## config.mk

```make
export PLATFORM = sky130hd
export DESIGN_NAME = csr_enc_hls_deadlock_report
export DESIGN_NICKNAME = d
export VERILOG_FILES = /design/src/rtl/csr_enc_deadlock_pkg.sv /design/src/rtl/csr_enc_sat_counter.sv /design/src/rtl/csr_enc_hls_deadlock_report.sv
export SDC_FILE = /design/constraint.sdc
export NUM_CORES = 1
export LEC_CHECK = 0
export ABC_AREA = 1
export CORE_ASPECT_RATIO = 1.25
export CORE_MARGIN = 8
export CORE_UTILIZATION = 50
export DETAILED_ROUTE_END_ITERATION = 10
export PLACE_DENSITY_LB_ADDON = 0.25
export SETUP_SLACK_MARGIN = 0.3
export SLEW_MARGIN = 20
export SYNTH_ARGS = -nofsm -noshare
export SYNTH_HDL_FRONTEND = slang
export SYNTH_SLANG_ARGS = --single-unit
```

## constraint.sdc

```tcl
create_clock -name clock -period 7.52 [get_ports clock]
set_input_delay 1.504 -clock clock [delete_from_list [all_inputs] [get_ports clock]]
set_output_delay 1.504 -clock clock [all_outputs]
set_load 0.1 [all_outputs]
```

## src/rtl/csr_enc_deadlock_pkg.sv

```systemverilog
// Shared types and constants for the csr_enc deadlock report block.
// Holds the FSM state encoding, the statistic widths and the threshold helper.
package csr_enc_deadlock_pkg;

  typedef enum logic [1:0] {
    IDLE     = 2'd0,
    SUSPECT  = 2'd1,
    DEADLOCK = 2'd2
  } state_t;

  localparam int STALL_W = 32;
  localparam int EVT_W   = 8;

  // A programmed threshold of zero behaves exactly like a threshold of one.
  function automatic logic [31:0] eff_threshold(input logic [31:0] thr);
    return (thr == 32'd0) ? 32'd1 : thr;
  endfunction

endpackage

```

## src/rtl/csr_enc_sat_counter.sv

```systemverilog
// Loadable up-counter that sticks at all-ones instead of wrapping.
// Load has priority over increment; synchronous active-high reset clears it.
module csr_enc_sat_counter #(
  parameter int W = 8
) (
  input  logic         clock,
  input  logic         reset,
  input  logic         load,
  input  logic         inc,
  input  logic [W-1:0] load_val,
  output logic [W-1:0] q
);

  logic [W-1:0] q_q;
  logic [W-1:0] q_d;

  always_comb begin
    q_d = q_q;
    if (load) begin
      q_d = load_val;
    end else if (inc && (q_q != {W{1'b1}})) begin
      q_d = q_q + W'(1);
    end
  end

  // NOTE: sequential state uses non-blocking assignments so every flop samples
  // pre-edge values regardless of the order the always blocks are evaluated.
  always_ff @(posedge clock) begin
    if (reset) begin
      q_q <= '0;
    end else begin
      q_q <= q_d;
    end
  end

  assign q = q_q;

endmodule

```

## src/rtl/csr_enc_hls_deadlock_report.sv

```systemverilog
// Debounces the deadlock monitor's block indication into a sticky event,
// capturing a snapshot, a one-cycle irq and saturating stall/event statistics.
module csr_enc_hls_deadlock_report
  import csr_enc_deadlock_pkg::*;
#(
  parameter int NUM_AXIS = 4,
  parameter int NUM_INST = 4,
  parameter int THRESH_W = 16
) (
  input  logic                clock,
  input  logic                reset,
  input  logic                block_in,
  input  logic [NUM_AXIS-1:0] axis_block_sigs,
  input  logic [NUM_INST-1:0] inst_idle_sigs,
  input  logic [THRESH_W-1:0] threshold,
  input  logic                clear,
  output logic                deadlock,
  output logic                deadlock_irq,
  output logic [NUM_AXIS-1:0] snap_axis,
  output logic [NUM_INST-1:0] snap_idle,
  output logic [STALL_W-1:0]  stall_cycles,
  output logic [EVT_W-1:0]    event_count
);

  state_t              state_q, state_d;
  logic                deadlock_q, deadlock_d;
  logic                irq_q, irq_d;
  logic [NUM_AXIS-1:0] snap_axis_q, snap_axis_d;
  logic [NUM_INST-1:0] snap_idle_q, snap_idle_d;

  logic [THRESH_W-1:0] run;
  logic [THRESH_W-1:0] run_load_val;
  logic                run_load, run_inc;
  logic                stall_load, stall_inc;
  logic                evt_inc;
  logic                enter;
  logic [31:0]         eff_thr;
  logic [31:0]         run_plus1;

  // NOTE: every signal written here gets a default first, so no path through
  // the block leaves one unassigned and no latch is inferred.
  always_comb begin
    eff_thr      = eff_threshold(32'(threshold));
    run_plus1    = 32'(run) + 32'd1;
    state_d      = state_q;
    deadlock_d   = deadlock_q;
    irq_d        = 1'b0;
    snap_axis_d  = snap_axis_q;
    snap_idle_d  = snap_idle_q;
    run_load     = 1'b0;
    run_inc      = 1'b0;
    run_load_val = '0;
    stall_load   = 1'b0;
    stall_inc    = 1'b0;
    evt_inc      = 1'b0;
    enter        = 1'b0;

    // Clear dominates any qualifying block cycle seen in the same cycle.
    if (clear) begin
      state_d    = IDLE;
      deadlock_d = 1'b0;
      run_load   = 1'b1;
      stall_load = (state_q == DEADLOCK);
    end else begin
      case (state_q)
        IDLE: begin
          if (block_in) begin
            run_load     = 1'b1;
            run_load_val = THRESH_W'(1);
            if (eff_thr == 32'd1) begin
              enter = 1'b1;
            end else begin
              state_d = SUSPECT;
            end
          end
        end
        SUSPECT: begin
          if (block_in) begin
            run_inc = 1'b1;
            enter   = (run_plus1 >= eff_thr);
          end else begin
            state_d  = IDLE;
            run_load = 1'b1;
          end
        end
        DEADLOCK: begin
          stall_inc = block_in;
        end
        default: begin
          state_d  = IDLE;
          run_load = 1'b1;
        end
      endcase
    end

    if (enter) begin
      state_d     = DEADLOCK;
      deadlock_d  = 1'b1;
      irq_d       = 1'b1;
      snap_axis_d = axis_block_sigs;
      snap_idle_d = inst_idle_sigs;
      stall_load  = 1'b1;
      evt_inc     = 1'b1;
    end
  end

  always_ff @(posedge clock) begin
    if (reset) begin
      state_q     <= IDLE;
      deadlock_q  <= 1'b0;
      irq_q       <= 1'b0;
      snap_axis_q <= '0;
      snap_idle_q <= '0;
    end else begin
      state_q     <= state_d;
      deadlock_q  <= deadlock_d;
      irq_q       <= irq_d;
      snap_axis_q <= snap_axis_d;
      snap_idle_q <= snap_idle_d;
    end
  end

  csr_enc_sat_counter #(.W(THRESH_W)) u_run_cnt (
    .clock    (clock),
    .reset    (reset),
    .load     (run_load),
    .inc      (run_inc),
    .load_val (run_load_val),
    .q        (run)
  );

  csr_enc_sat_counter #(.W(STALL_W)) u_stall_cnt (
    .clock    (clock),
    .reset    (reset),
    .load     (stall_load),
    .inc      (stall_inc),
    .load_val ('0),
    .q        (stall_cycles)
  );

  csr_enc_sat_counter #(.W(EVT_W)) u_evt_cnt (
    .clock    (clock),
    .reset    (reset),
    .load     (1'b0),
    .inc      (evt_inc),
    .load_val ('0),
    .q        (event_count)
  );

  assign deadlock     = deadlock_q;
  assign deadlock_irq = irq_q;
  assign snap_axis    = snap_axis_q;
  assign snap_idle    = snap_idle_q;

endmodule
```

==> impl_metrics.json <==
{
  "postCtsSetupBuffers": 0,
  "clockBufferDepth": 2,
  "grt_use_total_pct": 17.8,
  "syn_nets": 649,
  "status": "finished, final reports clean",
  "cts_tree": "built",
  "area_growth_pct": 24.9,
  "fin_nets": 727,
  "final_layout_size_suffix_gt1_share_pct": 3.36,
  "insertion_delay_ns": 0.35,
  "cts-buffers-inserted": 9,
  "dp_hpwl_mm": 7.79,
  "grt_overflow": 0,
  "pwr-share-clk_pct": 41.3,
  "start_kind": "primary input",
  "ant_nets": 0,
  "critPathKind": "in -> reg",
  "start_util_pct": 50.6,
  "dp_slack_ns": 3.47,
  "nFillCells": 761,
  "async_flop_share_pct": 0,
  "grt_max_degree": 33,
  "crit_start": "threshold[12]",
  "period_minus_slack_ns": 3.70,
  "cts-resized-gates": 0,
  "p_int_w": 0.000538,
  "hold_viol_final": 0,
  "dieArea_um2": 11300,
  "firstDrtPassIters": 5,
  "drt-total-wl_mm": 10.3,
  "ir_worst_vdd_v": 0.0000908,
  "row_count": 37,
  "finalClockSkew_ns": 0.0134,
  "slew_viol_final": 0,
  "seqPwrFrac_pct": 50.5,
  "synth_top_area_share_pct": 33.4,
  "clock_sinks": 68,
  "switchingPower_w": 0.000182,
  "worstReg2RegStart": "u_run_cnt.q[0]",
  "htreeDepth": 3,
  "dp_cells": 766,
  "comb_power_share_pct": 8.2,
  "finalPower_w": 0.000720,
  "worstHoldStart": "deadlock",
  "portBuffers": 77,
  "critPathMaxFanout": 32,
  "syn_inst": 602,
  "synth_seq_cells": 68,
  "period_share_pct": 49.2,
  "n_antenna_cell": 0,
  "routabilityCongestion": 0.940,
  "syn_area_um2": 4070,
  "core_area_um2": 8060,
  "grt_pass1_wl_mm": 17.0,
  "antenna_found_initial": 0,
  "yosysMostFrequentCell": "nand2_1",
  "fin_ws_ns": 3.82,
  "p_leak_nw": 2.11,
  "synth_area_leaders": "dfxtp_1 33%, nand2_1 12%, nor2_1 10%",
  "viasPerCell": 5.16,
  "postCtsHoldBufs": 0,
  "synth-edff-count": 0,
  "yosysTopAreaCell": "dfxtp_1",
  "pin_count": 78,
  "synth_cell_types": 31,
  "worst_pin_slew_ns": 1.02,
  "dr.first_iter.drc_count": 207,
  "hold_class": "reg -> reg",
  "cap_violations": 0,
  "finalSetupViolCount": 0,
  "stdcell_count": 782,
  "avgSynthCellArea_um2": 6.77,
  "grt_pass1_vias": 3920,
  "clk_pin_slew_ns": 0.07,
  "synth-seq-area-share_pct": 33.4,
  "root_buffer": "clkbuf_8",
  "drc_errors": 0,
  "rsz0062_at_grt": "false",
  "cp_data_required_time_ns": 7.71,
  "wl_per_cell_um": 13.2,
  "ys.flop_type": "dfxtp_1",
  "fin_tns_setup_ns": 0,
  "critPathArrivalTime_ns": 3.90,
  "switching_share_pct": 25.3,
  "max_slew_margin_pct": 31.9,
  "ys_top_cells_by_count": "132 x nand2_1, 108 x nor2_1, 86 x inv_1",
  "die_x_um": 96.7,
  "power.density_nw_per_um2": 141,
  "max_freq_ghz": 0.270,
  "synth_warnings": 0,
  "vias": 4036,
  "die_h_um": 117,
  "end_kind": "flop"
}
-- path summary, 6_finish.rpt --
kind	end	slack (ns)	cells after the start
max	u_stall_cnt.q[1]	3.82	16
min	deadlock	0.47	2
max reg2reg	u_stall_cnt.q[1]	3.96	19
min reg2reg	deadlock	0.47	2
-- routing by layer --
layer | up-vias | GRT usage (%) | part of all wire (%)
li1 | 2065 | - | -
met1 | 1843 | 18.8 | 41
met2 | 106 | 32.5 | 52
met3 | 22 | 3.58 | 4.3
met4 | 0 | 10.7 | 2.9
met5 | - | 0 | 0
-- state kept, by name, summed over array words and instances (netlist names) --
signal	cells
state_q	2
u_run_cnt.q	16
snap_idle	4
u_evt_cnt.q	8
u_stall_cnt.q	32
snap_axis	4
deadlock	1
deadlock_irq	1
-- cells in the final DEF (no fill, tap or decap), types with 2 or more instances in the layout --
cell type        synthesis  final
a21oi_1                 32     32
and2_1                   2      2
clkbuf_8                 0      9
clkdlybuf4s50_1          0     77
clkinv_1                 2      2
clkinv_2                 0      2
clkinvlp_4               0      2
dfxtp_1                 68     68
ha_1                    19     19
inv_1                   86     86
mux2i_1                  2      2
nand2_1                132    132
nand3_1                 23     23
nand4_1                 24     24
nand4_2                  2      2
nor2_1                 108    108
nor3_1                  17     17
nor4_1                   5      5
o21ai_0                 14     14
xnor2_1                 10     10
xor2_1                  36     36
-- power groups by stage --
stage / clock network [W] / registers (W) / logic, W
5_1_grt: 0.000322 / 0.000364 / 0.0000645
4_1_cts: 0.000310 / 0.000363 / 0.0000588
3_5_place_dp: 0 / 0.000372 / 0.0000583
3_3_place_gp: 0 / 0.000372 / 0.0000573
6_report: 0.000298 / 0.000364 / 0.0000587
2_1_floorplan: 0 / 0.000380 / 0.0000272
-- stage by stage --
stage / instance area (um^2) / hold WS [ns] / utilization, %
after floorplan: 4070 / 0.452 / -
after global placement: 4900 / 0.460 / 60.8
after detailed placement: 4900 / 0.459 / 60.8
after CTS: 5090 / 0.477 / 63.2
after global routing: 5090 / 0.515 / 63.2
final: 5090 / 0.472 / 63.2
-- area by class of cell --
type	instances	area, um^2	share of cell area (%)
clock buffers	10	128	2.51
clock inverters	6	63.8	1.25
multi-input cells	436	2310	45.5
well taps	97	121	2.39
inverters	88	330	6.49
repair buffers	77	771	15.1
flip-flops and latches	68	1360	26.8
-- worst max-delay path, cell delays in order --
cell             delay (ns)
clkdlybuf4s50_1        0.48
inv_1                  0.07
ha_1                   0.30
nand2_1                0.06
inv_1                  0.06
nand2_1                0.06
nor2_1                 0.13
a21oi_1                0.09
nand2_1                0.06
nand2_1                0.05
nand2_1                0.06
nand2_1                0.11
a21oi_4                0.26
nand2_4                0.13
o211ai_4               0.37
nor2_1                 0.09
-- logic make-up after synthesis --
| group | Yosys count | synth area share (%) |
|---|---|---|
| AO/OA/AOI/OAI | 49 | 6.79 |
| XOR/XNOR | 46 | 9.89 |
| adder cells (fa/ha/maj) | 19 | 5.84 |
| buffers and inverters | 98 | 9.80 |
| flip-flops | 68 | 33.4 |
| multiplexers | 2 | 0.491 |
| AND/OR/NAND/NOR | 320 | 33.8 |
No activity file was read; power rests on OpenSTA's default activity.
